File: config.mk
export PLATFORM = sky130hd
export DESIGN_NAME = component_skid_buffer
export DESIGN_NICKNAME = d
export VERILOG_FILES = /design/src/rtl/component_skid_buffer.sv
export SDC_FILE = /design/constraint.sdc
export NUM_CORES = 1
export LEC_CHECK = 0
export CORE_AREA = 5 5 42 44
export CTS_CLUSTER_DIAMETER = 40
export DETAILED_ROUTE_END_ITERATION = 8
export DIE_AREA = 0 0 47 49
export GPL_TIMING_DRIVEN = 0
export SKIP_CTS_REPAIR_TIMING = 1
export SLEW_MARGIN = 20
export SYNTH_ARGS = -nofsm -noshare
export SYNTH_HDL_FRONTEND = slang
export SYNTH_SLANG_ARGS = --single-unit
File: constraint.sdc
create_clock -name clk -period 2.3 [get_ports clk]
set_input_delay 0.345 -clock clk [delete_from_list [all_inputs] [get_ports clk]]
set_output_delay 0.345 -clock clk [all_outputs]
set_load 0.05 [all_outputs]
File: src/rtl/component_skid_buffer.sv
// Two-entry valid/ready skid buffer with registered ready, data and valid outputs.
// Optional stall counter output is enabled by defining COMPONENT_SKID_BUFFER_STALL_CNT_EN.
module component_skid_buffer #(
  parameter int WIDTH = 1
) (
  input  logic             clk,
  input  logic             rst,
  input  logic             flush,
  input  logic             in_valid,
  input  logic [WIDTH-1:0] in_data,
  output logic             in_ready,
  output logic             out_valid,
  output logic [WIDTH-1:0] out_data,
  input  logic             out_ready
`ifdef COMPONENT_SKID_BUFFER_STALL_CNT_EN
  ,
  output logic [15:0]      stall_cnt
`endif
);

  // FULL is the only state in which the skid register holds a live beat.
  typedef enum logic [1:0] {
    EMPTY = 2'd0,
    BUSY  = 2'd1,
    FULL  = 2'd2
  } state_t;

  state_t             state_q, state_d;
  logic               out_valid_q, out_valid_d;
  logic [WIDTH-1:0]   out_data_q, out_data_d;
  logic [WIDTH-1:0]   skid_data_q, skid_data_d;
  logic               in_ready_q, in_ready_d;
  logic               in_fire;
  logic               out_fire;

  assign in_fire  = in_valid & in_ready_q;
  assign out_fire = out_valid_q & out_ready;

  always_comb begin
    state_d     = state_q;
    out_data_d  = out_data_q;
    skid_data_d = skid_data_q;
    if (flush) begin
      state_d = EMPTY;
    end else begin
      unique case (state_q)
        EMPTY: begin
          if (in_fire) begin
            state_d    = BUSY;
            out_data_d = in_data;
          end
        end
        BUSY: begin
          if (in_fire && out_fire) begin
            out_data_d = in_data;
          end else if (in_fire) begin
            state_d     = FULL;
            skid_data_d = in_data;
          end else if (out_fire) begin
            state_d = EMPTY;
          end
        end
        FULL: begin
          // in_ready is low here, so only a drain can move the state.
          if (out_fire) begin
            state_d    = BUSY;
            out_data_d = skid_data_q;
          end
        end
        default: state_d = EMPTY;
      endcase
    end
    out_valid_d = (state_d != EMPTY);
    in_ready_d  = (state_d != FULL);
  end

  always_ff @(posedge clk or posedge rst) begin
    if (rst) begin
      state_q     <= EMPTY;
      out_valid_q <= 1'b0;
      out_data_q  <= '0;
      skid_data_q <= '0;
      in_ready_q  <= 1'b0;
    end else begin
      state_q     <= state_d;
      out_valid_q <= out_valid_d;
      out_data_q  <= out_data_d;
      skid_data_q <= skid_data_d;
      in_ready_q  <= in_ready_d;
    end
  end

  assign in_ready  = in_ready_q;
  assign out_valid = out_valid_q;
  assign out_data  = out_data_q;

`ifdef COMPONENT_SKID_BUFFER_STALL_CNT_EN
  logic [15:0] stall_cnt_q, stall_cnt_d;

  always_comb begin
    stall_cnt_d = stall_cnt_q;
    if (flush) begin
      stall_cnt_d = 16'h0000;
    end else if (in_valid && !in_ready_q && (stall_cnt_q != 16'hFFFF)) begin
      stall_cnt_d = stall_cnt_q + 16'd1;
    end
  end

  always_ff @(posedge clk or posedge rst) begin
    if (rst) begin
      stall_cnt_q <= 16'h0000;
    end else begin
      stall_cnt_q <= stall_cnt_d;
    end
  end

  assign stall_cnt = stall_cnt_q;
`endif

endmodule

Yosys cells after proc, flatten, opt, wreduce, memory -nomap -nowiden
Index checks and enable logic that the tools add are counted.
{"block": "word_totals", "in_bits": 6, "wordCells": 32, "regBits": 6}
{"block": "op_classes", "eq_ne": 6, "reduce_logical": 6, "bitwise_logic": 4, "muxes": 11}
{"cell": "2-bit two-way mux", "n": 6}
{"cell": "2-bit inequality test (second input constant)", "n": 4}
{"cell": "2-bit one-hot mux with 3 select lines", "n": 1}
{"cell": "5-bit AND reduction", "n": 1}
{"cell": "4-bit AND reduction", "n": 1}
{"cell": "1-bit two-way mux", "n": 3}
{"cell": "1-bit one-hot mux with 3 select lines", "n": 1}
{"cell": "3-bit nonzero test", "n": 1}
{"cell": "1-bit AND", "n": 2}
{"cell": "2-bit by 1-bit equality test with 1-bit output (second input constant)", "n": 1}
{"cell": "2-bit equality test (second input constant)", "n": 1}
{"cell": "2-bit logical NOT", "n": 1}
{"cell": "1-bit NOT", "n": 2}
{"cell": "2-bit nonzero test", "n": 1}
{"cell": "1-bit logical AND", "n": 1}

Longest topological paths before layout
Gate-level depths: netlist of the first run.
{"block": "depth", "depth_word": 7, "mapped_depth": 3, "ltp_nobuf": 3}

Worst setup path after synthesis of the first run
Ideal clock, no wire load.
{"block": "synth_path", "kind": "register to register", "start": "reg in_ready_q (netlist: in_ready)", "end": "reg skid_data_q", "t_arrival_ps": 1348, "stages_incl_launch_ff": 4, "period_less_slack_ps": 1473, "slack_ps": 827, "n_path_buf": 0, "cell_sequence": "dfrtp_1 -> nand3b_4 -> nor3_1 -> mux2_2"}
{"block": "synth_between", "elab_chain_cells": 4}
{"element": "from (decl)", "line_no": "32", "rtl": "logic in_ready_q, in_ready_d;"}
{"element": "from (signal assigned)", "line_no": "89", "rtl": "in_ready_q <= in_ready_d;"}
{"element": "1-bit AND (*)", "line_no": "36", "rtl": "assign in_fire = in_valid & in_ready_q;"}
{"element": "1-bit logical AND", "line_no": "54", "rtl": "if (in_fire && out_fire) begin"}
{"element": "1-bit NOT (no source line)"}
{"element": "4-bit AND reduction (no source line) (*)"}
{"element": "to (signal assigned)", "line_no": "88", "rtl": "skid_data_q <= skid_data_d;"}
{"element": "to (decl)", "line_no": "31", "rtl": "logic [WIDTH-1:0] skid_data_q, skid_data_d;"}
Every way passes the cells marked *; elsewhere a longest branch is shown, timed or not.
A chain may end at the register's enable or synchronous reset.

Worst setup path in the final report of the first run
{"block": "layout_path", "start": "reg out_valid_q (netlist: out_valid)", "end": "out out_valid"}
{"element": "from (decl)", "line_no": "29", "rtl": "logic out_valid_q, out_valid_d;"}
{"element": "from (signal assigned)", "line_no": "86", "rtl": "out_valid_q <= out_valid_d;"}
{"element": "to (decl)", "line_no": "12", "rtl": "output logic out_valid,"}
No word-level cell between the ends.

==> key figures, run 1 <==
Floorplanning
  • IO Count: 9
  • Die height: between 40 and 50 um
  • Die W: around 47 um
  • Die area: about 2300 um2
  • Initial Utilization: between 20% and 30%
  • Core area: roughly 1400 um2
  • Floorplan row count: 14

Global routing
  • Largest net degree at the start of global routing: 9
  • Grt ovf: 0
  • First-pass GRT wire length: around 1100 um
  • Gr usage total: between 6 and 7%
  • Number of antenna violations at the first check in global routing: 0
  • Vias in the first global route: about 270

Synthesis
  • Mapped Cells: 29
  • Distinct cell type count of the synthesized netlist: 19
  • Yosys top cell area share: between 40% and 50%
  • Mean Syn Cell Area: between 10 and 15 um2
  • Synthesis Warnings: 0
  • Syn Nets: 35
  • Synth top area cells: dfrtp_1 (43%), mux2_2 (6.4%), nand3b_4 (5.7%), a211o_1 (5.0%), a221oi_2 (4.3%)
  • Area leader, netlist: dfrtp_1
  • Sequential element share of the synthesized area: approximately 43%
  • FF+latch count, synth: 6
  • Post-Syn Area: about 350 um2

CTS
  • CTS Buf Count: 3
  • Clk sinks: 6
  • TritonCTS clock tree: built
  • Clock root buffer: clkbuf_4
  • CTS max path bufs: 2
  • CTS clk-pin slew, worst paths: 0.04 ns
  • Worst skew pair latency: 0.24 ns
  • CTS HTree Levels: 1

STA
  • Worst-margin pin slew: about 0.5 ns
  • Period utilization: about four fifths
  • # setup viols final: 0
  • Slew margin rel.: 67.0%
  • Worst Clk Skew: ~0.0020 ns
  • Slew Limit Fails: 0
  • Max Clk Rate: between 500 and 600 MHz
  • Final-report hold violation count: 0
  • Final TNS setup: 0 ns
  • Hold WS: roughly 0.33 ns
  • RSZ-0062 raised after global routing: false
  • Post-route minimum period: 1.80 ns

Worst setup path
  • Worst path max stage delay: 0.83 ns
  • Top delay family on crit path: buffers and inverters
  • CP Launch Type: register
  • Critical path depth: 1
  • Worst R2R Setup Slack: 1.00 ns
  • Crit path buf inv count: 1
  • Crit Path Max Fanout: 5
  • R2R depth: 3
  • CP endpoint kind: primary output
  • WS Path Type: register to primary output
  • Critical R2R Launch: state_q[1]
  • Critical-path cell list: clkdlybuf4s50_1
  • WP data arrival: ~1.5 ns
  • FF-to-FF End: skid_data_q
  • Slowest cell on crit path: clkdlybuf4s50_1
  • Critical path required time: between 1.5 and 2 ns

Status
  • Status: completed

Route
  • DRT iter0 DRCs: 4
  • DRC: 0
  • WL final: 612 um
  • DRT antenna net count: 0
  • Via Count: 268
  • Wire per inst: between 10 and 15 um
  • Pre-antenna DRT Iters: 4
  • Number of vias per cell: 4.87

Place
  • Routability-driven placement congestion ratio: just under 0.7
  • Post-Place Cell Area: 442 um2
  • DP HPWL: between 500 and 600 um
  • # port buffers: 7

Layout
  • Final core occ: between 30% and 40%
  • Layout cells sized above 1: around 31%
  • Area grow syn2layout: 32.0%
  • Filler Cell Count: roughly 160
  • Layout Nets: 47
  • # diodes: 0
  • Final Instance Area: about 460 um2

Job
  • Max cap viols: 0

Power and ir drop
  • Clock Power Share: 24.2%
  • Int Power: roughly 0.26 mW
  • Leakage: ~0.19 nW
  • Sw frac: between 30% and 40%
  • Power density over the cells: slightly above 800 nW/um2
  • Switching pwr: roughly 0.13 mW
  • Comb pwr share: 37.1%
  • Sequential group share of total power: about two fifths
  • Maximum vdd drop: ~170 uV

Hold path
  • Hold WC Path Type: input pin to asynchronous set/reset pin
==> how the worst max path moves through the flow <==
stage	startpoint	end
3_3_place_gp	in_valid	skid_data_q
3_5_place_dp	in_valid	skid_data_q
2_1_floorplan	in_ready	skid_data_q
4_1_cts	out_valid	out_valid
5_1_grt	out_valid	out_valid
6_report	out_valid	out_valid
==> cell usage in the layout, fill, tap and decap left out, drive strengths merged <==
cell type      count
clkbuf             4
o22ai              1
or2                1
a211o              2
nand2b             1
a2bb2oi            1
o31ai              1
nor3               1
nand3b             1
a211oi             1
a21bo              1
a221oi             1
clkdlybuf4s50      7
a21o               1
mux2               2
a21oi              2
inv                2
nand2              2
o21a               1
dfrtp              6
==> flip-flops by register name, summed over array words and instances (netlist names) <==
register / count
out_data: 1
in_ready: 1
state_q: 2
skid_data_q: 1
out_valid: 1
==> power by group through the flow <==
stage / Sequential (mW) / Clock, mW / Combinational [mW]
6_report: 0.149 / 0.0932 / 0.143
2_1_floorplan: 0.184 / 0 / 0.0691
4_1_cts: 0.149 / 0.0981 / 0.144
3_5_place_dp: 0.151 / 0 / 0.144
5_1_grt: 0.153 / 0.107 / 0.152
3_3_place_gp: 0.149 / 0 / 0.145
==> cell families after synthesis <==
group | share of synthesized area [%]
and+or+nand+nor | 13.5
DFF | 42.7
AOI/OAI and AO/OA | 31.3
muxes | 6.41
buffers and inverters | 6.05
==> layout make-up <==
type,instances,area [um2],area share [%]
inverters,2,7.51,1.62
clock buffers,3,22.5,4.85
plain buffers,1,13.8,2.96
well taps,16,20.0,4.31
repair buffers,7,70.1,15.1
flip-flops and latches,6,150,32.3
multi-input cells,20,180,38.8
==> cells in the mapped netlist <==
master,n
nor3_1,1
nand3b_4,1
inv_1,2
a21oi_1,2
nand2b_2,1
a21o_2,1
mux2_2,2
or2_1,1
a211oi_1,1
a2bb2oi_2,1
o31ai_2,1
o21a_1,1
nand2_1,2
a211o_1,2
clkbuf_8,1
a21bo_1,1
a221oi_2,1
o22ai_1,1
dfrtp_1,6
==> stage by stage <==
step           setup slack, ns  total power, mW  instances
2_1_floorplan            0.827            0.253         29
3_3_place_gp             0.638            0.294         52
3_5_place_dp             0.635            0.295         52
4_1_cts                  0.482            0.392         55
5_1_grt                  0.466            0.412         55
6_report                 0.497            0.385         55
==> routing by layer <==
metal	wire (um)	vias to the layer above	track usage (%)
met2	319	5	9.73
met3	17	2	0
met5	0	-	0
met1	249	131	7.37
li1	-	130	-
met4	27	0	8.29
==> worst register-to-register path, stage by stage (launching register included) <==
cell and delay (ns):
dfrtp_1 0.43, nand3b_4 0.21, nor3_1 0.19, mux2_2 0.35
Power figures use the tool's default switching activity.
==> run 2: changes to the inputs <==
==> constraint.sdc (replaced) <==
create_clock -name clk -period 1.8 [get_ports clk]
set_input_delay 0.27 -clock clk [delete_from_list [all_inputs] [get_ports clk]]
set_output_delay 0.27 -clock clk [all_outputs]
set_load 0.05 [all_outputs]
==> results of run 2 <==
The final DEF is identical to that of run 1. Status: completed.
Among the figures that moved: setup slack after placement 0.635 ns -> 0.210 ns; setup slack after layout 0.497 ns -> 0.0722 ns; hold slack 0.328 ns -> 0.253 ns; register-to-register setup slack 1.00 ns -> 0.50 ns; total power 0.385 mW -> 0.492 mW; worst IR drop on VDD 172 uV -> 220 uV
